$ cat src/rtl/delay_line.sv
// delay_line: WIDTH-bit, DEPTH-stage enabled shift register with fill
// tracking and edge detection between the two youngest stages.
module delay_line #(
    parameter int unsigned WIDTH = 1,
    parameter int unsigned DEPTH = 2
) (
    input  logic                         clk,
    input  logic                         rst,
    input  logic                         en,
    input  logic                         flush,
    input  logic [WIDTH-1:0]             a,
    output logic [WIDTH-1:0]             z1,
    output logic [WIDTH-1:0]             z2,
    output logic                         valid,
    output logic [$clog2(DEPTH+1)-1:0]   fill,
    output logic [WIDTH-1:0]             rise,
    output logic [WIDTH-1:0]             fall
);

    localparam int unsigned FILL_W = $clog2(DEPTH + 1);

    logic [WIDTH-1:0]  stage_q [DEPTH];
    logic [WIDTH-1:0]  stage_d [DEPTH];
    logic [FILL_W-1:0] fill_q;
    logic [FILL_W-1:0] fill_d;
    logic              edge_ok;

    // Next-state: flush clears everything, otherwise shift and count on en.
    always_comb begin
        for (int k = 0; k < int'(DEPTH); k++) begin
            stage_d[k] = stage_q[k];
        end
        fill_d = fill_q;
        if (flush) begin
            for (int k = 0; k < int'(DEPTH); k++) begin
                stage_d[k] = '0;
            end
            fill_d = '0;
        end else if (en) begin
            stage_d[0] = a;
            for (int k = 1; k < int'(DEPTH); k++) begin
                stage_d[k] = stage_q[k-1];
            end
            if (fill_q != FILL_W'(DEPTH)) begin
                fill_d = fill_q + FILL_W'(1);
            end
        end
    end

    // State registers with synchronous reset taking priority over flush.
    always_ff @(posedge clk) begin
        if (rst) begin
            for (int k = 0; k < int'(DEPTH); k++) begin
                stage_q[k] <= '0;
            end
            fill_q <= '0;
        end else begin
            for (int k = 0; k < int'(DEPTH); k++) begin
                stage_q[k] <= stage_d[k];
            end
            fill_q <= fill_d;
        end
    end

    // Edges are only meaningful once both compared stages hold real samples.
    always_comb begin
        edge_ok = (fill_q >= FILL_W'(2));
        rise    = stage_q[0] & ~stage_q[1] & {WIDTH{edge_ok}};
        fall    = ~stage_q[0] & stage_q[1] & {WIDTH{edge_ok}};
    end

    assign z1    = stage_q[0];
    assign z2    = stage_q[DEPTH-1];
    assign fill  = fill_q;
    assign valid = (fill_q == FILL_W'(DEPTH));

endmodule

$ cat config.mk
export PLATFORM = sky130hd
export DESIGN_NAME = delay_line
export DESIGN_NICKNAME = d
export VERILOG_FILES = /design/src/rtl/delay_line.sv
export SDC_FILE = /design/constraint.sdc
export NUM_CORES = 1
export LEC_CHECK = 0
export BUFFER_PORTS_ARGS = -buffer_cell sky130_fd_sc_hd__buf_4
export CAP_MARGIN = 20
export CELL_PAD_IN_SITES_DETAIL_PLACEMENT = 0
export CELL_PAD_IN_SITES_GLOBAL_PLACEMENT = 1
export CORE_AREA = 2 2 39 41
export DETAILED_ROUTE_END_ITERATION = 8
export DIE_AREA = 0 0 41 43
export PLACE_DENSITY_LB_ADDON = 0.1
export SYNTH_ARGS = -nofsm -noshare
export SYNTH_HDL_FRONTEND = slang
export SYNTH_SLANG_ARGS = --single-unit
export TNS_END_PERCENT = 50
$ cat constraint.sdc
create_clock -name clk -period 1.4 [get_ports clk]
set_input_delay 0.14 -clock clk [delete_from_list [all_inputs] [get_ports clk]]
set_output_delay 0.14 -clock clk [all_outputs]
set_load 0.01 [all_outputs]
==> flow_metrics.tcl, run 1 <==
set metrics [dict create \
    synth.distinct_cells 10 \
    hold_violations 0 \
    start_util_pct 13.5 \
    critPathMaxStageDelay_ns 0.35 \
    cts_buffers 3 \
    diodes 0 \
    netlist_area_um2 186 \
    vias 184 \
    layout_common_cells "buf_4, nor3_1, clkbuf_4, dfxtp_1" \
    crit_type "register to output pin" \
    vdd_drop_max_mv 0.248 \
    final_common_cell "buf_4" \
    drive_above_1_share_pct 66.7 \
    crit_arrival_ns 1.14 \
    setup_viol 0 \
    clock-sinks 4 \
    max_freq_mhz 784 \
    fillers 155 \
    min_period_over_period_pct 91.1 \
    startpoint_type "register" \
    synth_area_leader_cell "dfxtp_1" \
    drtAntennaViolNets 0 \
    finalNonFillerCells 49 \
    worst_slew_pin_slew_ns 0.238 \
    route.detailed.drc 0 \
    nNetsFinal 41 \
    yosysSeqAreaShare_pct 43.0 \
    synthesis.yosys.warnings 0 \
    synth_area_leaders "dfxtp_1, mux2i_1, nor3_1" \
    syn_nets 24 \
    gp_congestion 0.653 \
    io_buffer_count 11 \
    rsz0062_at_grt "false" \
    p_leak_uw 0.000143 \
    dp_cells 46 \
    core_um2 1380 \
    finClkSkew_ns 0.0000356 \
    slowest_stage "dfxtp_2" \
    relSlewSlack_pct 84.1 \
    insertion_delay_ns 0.23 \
    cts-root-buf "clkbuf_4" \
    drv_slew 0 \
    grt_pass1_vias 171 \
    antenna_found_initial 0 \
    synth_area_per_cell_um2 10.4 \
    area_delta_synth_final_pct 79.9 \
    drt_first_pass_iters 2 \
    max_cap_viol_count 0 \
    crit_path_cell_trace "ha_2, nor2_2, nor3b_2, buf_4" \
    clockBufferDepth 2 \
    hold_buffers 0 \
    critPathCaptureType "output pin" \
    drt_iter0_markers 1 \
    tritoncts "yes" \
    synth_seq_cells 4 \
    grt_start_max_net_pins 6 \
    grt_usage_pct 6.93 \
    die_h_um 43 \
    pin_count 12 \
    outcome "finished clean" \
    crit_fanout 4 \
    std_cell_rows 14 \
    drt_wl_total_um 474 \
    fin_tns_setup_ns 0 \
    final.min_clock_period_ns 1.28 \
    power_density_nw_per_um2 938 \
    die_w_um 41 \
    dp_hpwl_um 371 \
    hold_class "input pin to register" \
    overflow 0 \
    grt_pass1_wl_um 724 \
    clkSlewWorstSetupHoldPaths_ns 0.04 \
    finalPower_uw 315 \
    routedWlPerCell_um 9.67 \
    synth_top_area_share_pct 43.0 \
    vias_per_cell 3.76 \
    required_ns 1.26 \
    htreeDepth 1 \
    syn_inst 18 \
    dieArea_um2 1760 \
]
==> cells by family after synthesis <==
| logic type | Yosys count | synth area share (%) |
|---|---|---|
| XOR/XNOR | 1 | 4.70 |
| flip-flops | 4 | 43.0 |
| AND/OR/NAND/NOR | 8 | 24.8 |
| multiplexers | 2 | 10.7 |
| adder cells (fa/ha/maj) | 1 | 6.71 |
| AO/OA/AOI/OAI | 1 | 8.05 |
| buffers and inverters | 1 | 2.01 |
==> cell type report <==
class,instances,area [um2],area share (%)
clock buffer,3,22.5,6.72
inverter,1,3.75,1.12
timing repair buffer,12,90.1,26.9
multi-input combinational,13,118,35.1
sequential,4,81.3,24.3
tap,16,20.0,5.97
==> power breakdown <==
group	switching, uW	internal, uW	total [uW]
logic	22.5	27.9	50.4
registers	3.64	119	123
clock network	45.7	95.8	142
total	71.8	243	315
==> sequential cells by signal, summed over array words and instances (netlist names) <==
signal / flops
fill: 2
stage_q: 2
==> Yosys cell counts <==
cell       count
dfxtp_1        4
nor3_1         3
mux2i_1        2
nor2_1         2
nor3b_1        2
a2111oi_2      1
and2b_2        1
ha_1           1
inv_1          1
xnor2_1        1
==> routing by layer <==
| layer | up-vias | track usage [%] | routed length [um] |
|---|---|---|---|
| li1 | 95 | - | - |
| met1 | 83 | 8.71 | 203 |
| met4 | 0 | 10.0 | 0 |
| met3 | 0 | 3.14 | 43 |
| met2 | 6 | 6.56 | 226 |
| met5 | - | 0 | 0 |
==> path summary, 6_finish.rpt <==
path | start | to | slack [ns] | depth (start not counted)
setup / recovery | fill[1] | fall | 0.12 | 4
hold / removal | rst | fill[1] | 0.09 | 2
setup reg to reg | fill[0] | fill[1] | 0.13 | 5
hold reg to reg | stage_q[0][1] | stage_q[0][1] | 0.57 | 2
==> worst max-delay path: cells and delay by family, from the launching register on <==
kind / cells / cell delay, ns
DFF: 1 / 0.35
adders and majority gates: 1 / 0.20
and+or+nand+nor: 2 / 0.21
buffers and inverters: 1 / 0.14
==> timing repair <==
action                                  CTS  global route
endpoints found under the setup margin    0             2
endpoints found under the hold margin     0             0
gates resized for setup                   0             5
buffers inserted                          0             0
==> per-stage QoR <==
| stage | cell area [um2] | setup slack [ns] | util [%] | hold WS, ns |
|---|---|---|---|---|
| global placement | 297 | 0.118 | 21.4 | 0.337 |
| finish | 335 | 0.124 | 24.2 | 0.0934 |
| floorplan | 186 | 0.0113 | - | 0.209 |
| global route | 335 | 0.0254 | 24.2 | 0.0827 |
| CTS | 319 | 0.00649 | 23.1 | 0.0928 |
| detailed placement | 297 | 0.112 | 21.4 | 0.341 |
No activity file was read; power rests on OpenSTA's default activity.
==> run 2: changes to the inputs <==
==> config.mk (replaced) <==
export PLATFORM = sky130hd
export DESIGN_NAME = delay_line
export DESIGN_NICKNAME = d
export VERILOG_FILES = /design/src/rtl/delay_line.sv
export SDC_FILE = /design/constraint.sdc
export NUM_CORES = 1
export LEC_CHECK = 0
export CAP_MARGIN = 20
export CELL_PAD_IN_SITES_DETAIL_PLACEMENT = 0
export CELL_PAD_IN_SITES_GLOBAL_PLACEMENT = 1
export CORE_AREA = 5 5 42 44
export DETAILED_ROUTE_END_ITERATION = 8
export DIE_AREA = 0 0 47 49
export DONT_BUFFER_PORTS = 1
export PLACE_DENSITY_LB_ADDON = 0.1
export SKIP_CTS_REPAIR_TIMING = 1
export SYNTH_ARGS = -nofsm -noshare
export SYNTH_HDL_FRONTEND = slang
export SYNTH_SLANG_ARGS = --single-unit
export TNS_END_PERCENT = 50
==> flow_metrics.tcl, run 2 (synthesis results as in run 1) <==
set metrics [dict create \
    setup_viol 0 \
    hold_violations 0 \
    gp_congestion 0.614 \
    fillers 170 \
    cts-root-buf "clkbuf_4" \
    power_density_nw_per_um2 985 \
    slowest_stage "dfxtp_2" \
    cts_buffers 3 \
    crit_type "register to output pin" \
    grt_pass1_wl_um 641 \
    tritoncts "yes" \
    insertion_delay_ns 0.23 \
    clkPwrFrac_pct 45.6 \
    antenna_found_initial 0 \
    core_um2 1400 \
    hold_class "input pin to register" \
    drt_iter0_markers 0 \
    drv_slew 0 \
    final.min_clock_period_ns 1.36 \
    relSlewSlack_pct 84.0 \
    p_leak_uw 0.000119 \
    pwr-share-seq_pct 39.9 \
    multiInputGateArea_um2 123 \
    htreeDepth 1 \
    critPathMaxStageDelay_ns 0.31 \
    drt_wl_total_um 505 \
    crit_fanout 2 \
    final_util_pct 22.2 \
    std_cell_rows 14 \
    drtAntennaViolNets 0 \
    clock-sinks 4 \
    fin_tns_setup_ns 0 \
    drt_first_pass_iters 1 \
    routedWlPerCell_um 11.5 \
    nNetsFinal 36 \
    pin_count 12 \
    drive_above_1_share_pct 53.6 \
    intPower_uw 238 \
    worst_slew_pin_slew_ns 0.239 \
    clockBufferDepth 2 \
    layout_common_cells "buf_4, nor3_1, clkbuf_4, dfxtp_1" \
    crit_path_cell_trace "inv_1, ha_2, buf_6, nor2_4, nor3b_2, buf_4" \
    die_w_um 47 \
    r2r_slack_ns 0.14 \
    outcome "finished clean" \
    seqCellArea_um2 81.3 \
    p_comb_share_pct 14.4 \
    io_buffer_count 0 \
    diodes 0 \
    rsz0062_at_grt "true" \
    grt_usage_pct 4.57 \
    startpoint_type "register" \
    vias_per_cell 4.00 \
    critical_path_buf_inv_count 3 \
    clkSlewWorstSetupHoldPaths_ns 0.04 \
    dieArea_um2 2300 \
    required_ns 1.26 \
    max_freq_mhz 737 \
    final_common_cell "buf_4" \
    start_util_pct 13.3 \
    pre_cts_slack_ns 0.117 \
    p_switching_uw 69.0 \
    vias 176 \
    die_h_um 49 \
    finClkSkew_ns 0.0000397 \
    crit_arrival_ns 1.22 \
    max_cap_viol_count 0 \
    grt_pass1_vias 123 \
    overflow 0 \
    grt_start_max_net_pins 6 \
    min_period_over_period_pct 97.0 \
    fin_ws_ns 0.0424 \
    route.detailed.drc 0 \
    crit_family "flip-flops" \
    vdd_drop_max_mv 0.280 \
    p_sw_share_pct 22.5 \
    critPathCaptureType "output pin" \
    area_delta_synth_final_pct 67.1 \
]
==> run 2: cell types whose count changed in the layout (fill, tap and decap cells not counted), sizes merged <==
| cell | change |
|---|---|
| dlygate4sd3 | +2 |
| buf | -7 |
==> run 2: metal layers <==
| metal | part of all wire, % | GRT usage [%] |
|---|---|---|
| met5 | 0 | 0 |
| met4 | 1.6 | 5.53 |
| met3 | 16 | 4.80 |
| met2 | 39 | 3.85 |
| met1 | 43 | 5.04 |
==> run 2: final cells by class <==
cell class                 count  area share, %
timing repair buffer           7           19.7
sequential                     4           26.1
multi-input combinational     13           39.4
inverter                       1           1.20
clock buffer                   3           7.23
tap                           16           6.43
==> run 2: power groups by stage <==
| stage | Sequential, uW | Clock, uW | Combinational (uW) |
|---|---|---|---|
| after global routing | 123 | 152 | 47.9 |
| after floorplan | 126 | 0 | 19.8 |
| after global placement | 124 | 0 | 31.6 |
| final | 123 | 140 | 44.2 |
| after CTS | 122 | 148 | 32.1 |
| after detailed placement | 124 | 0 | 31.9 |
==> run 2: metrics by stage <==
step / hold WS, ns / std cells / cell area, um2 / power (uW)
after floorplan: 0.209 / 18 / 186 / 146
after global placement: 0.210 / 39 / 244 / 156
after detailed placement: 0.211 / 39 / 244 / 156
after CTS: -0.0380 / 42 / 267 / 302
after global routing: 0.132 / 44 / 312 / 323
final: 0.136 / 44 / 312 / 307
==> run 2: path summary, 6_finish.rpt <==
kind | to | depth (start not counted) | start
max | fall | 6 | fill[0]
min | stage_q[0][0] | 2 | a
max reg2reg | fill[1] | 5 | fill[0]
min reg2reg | fill[1] | 2 | fill[1]
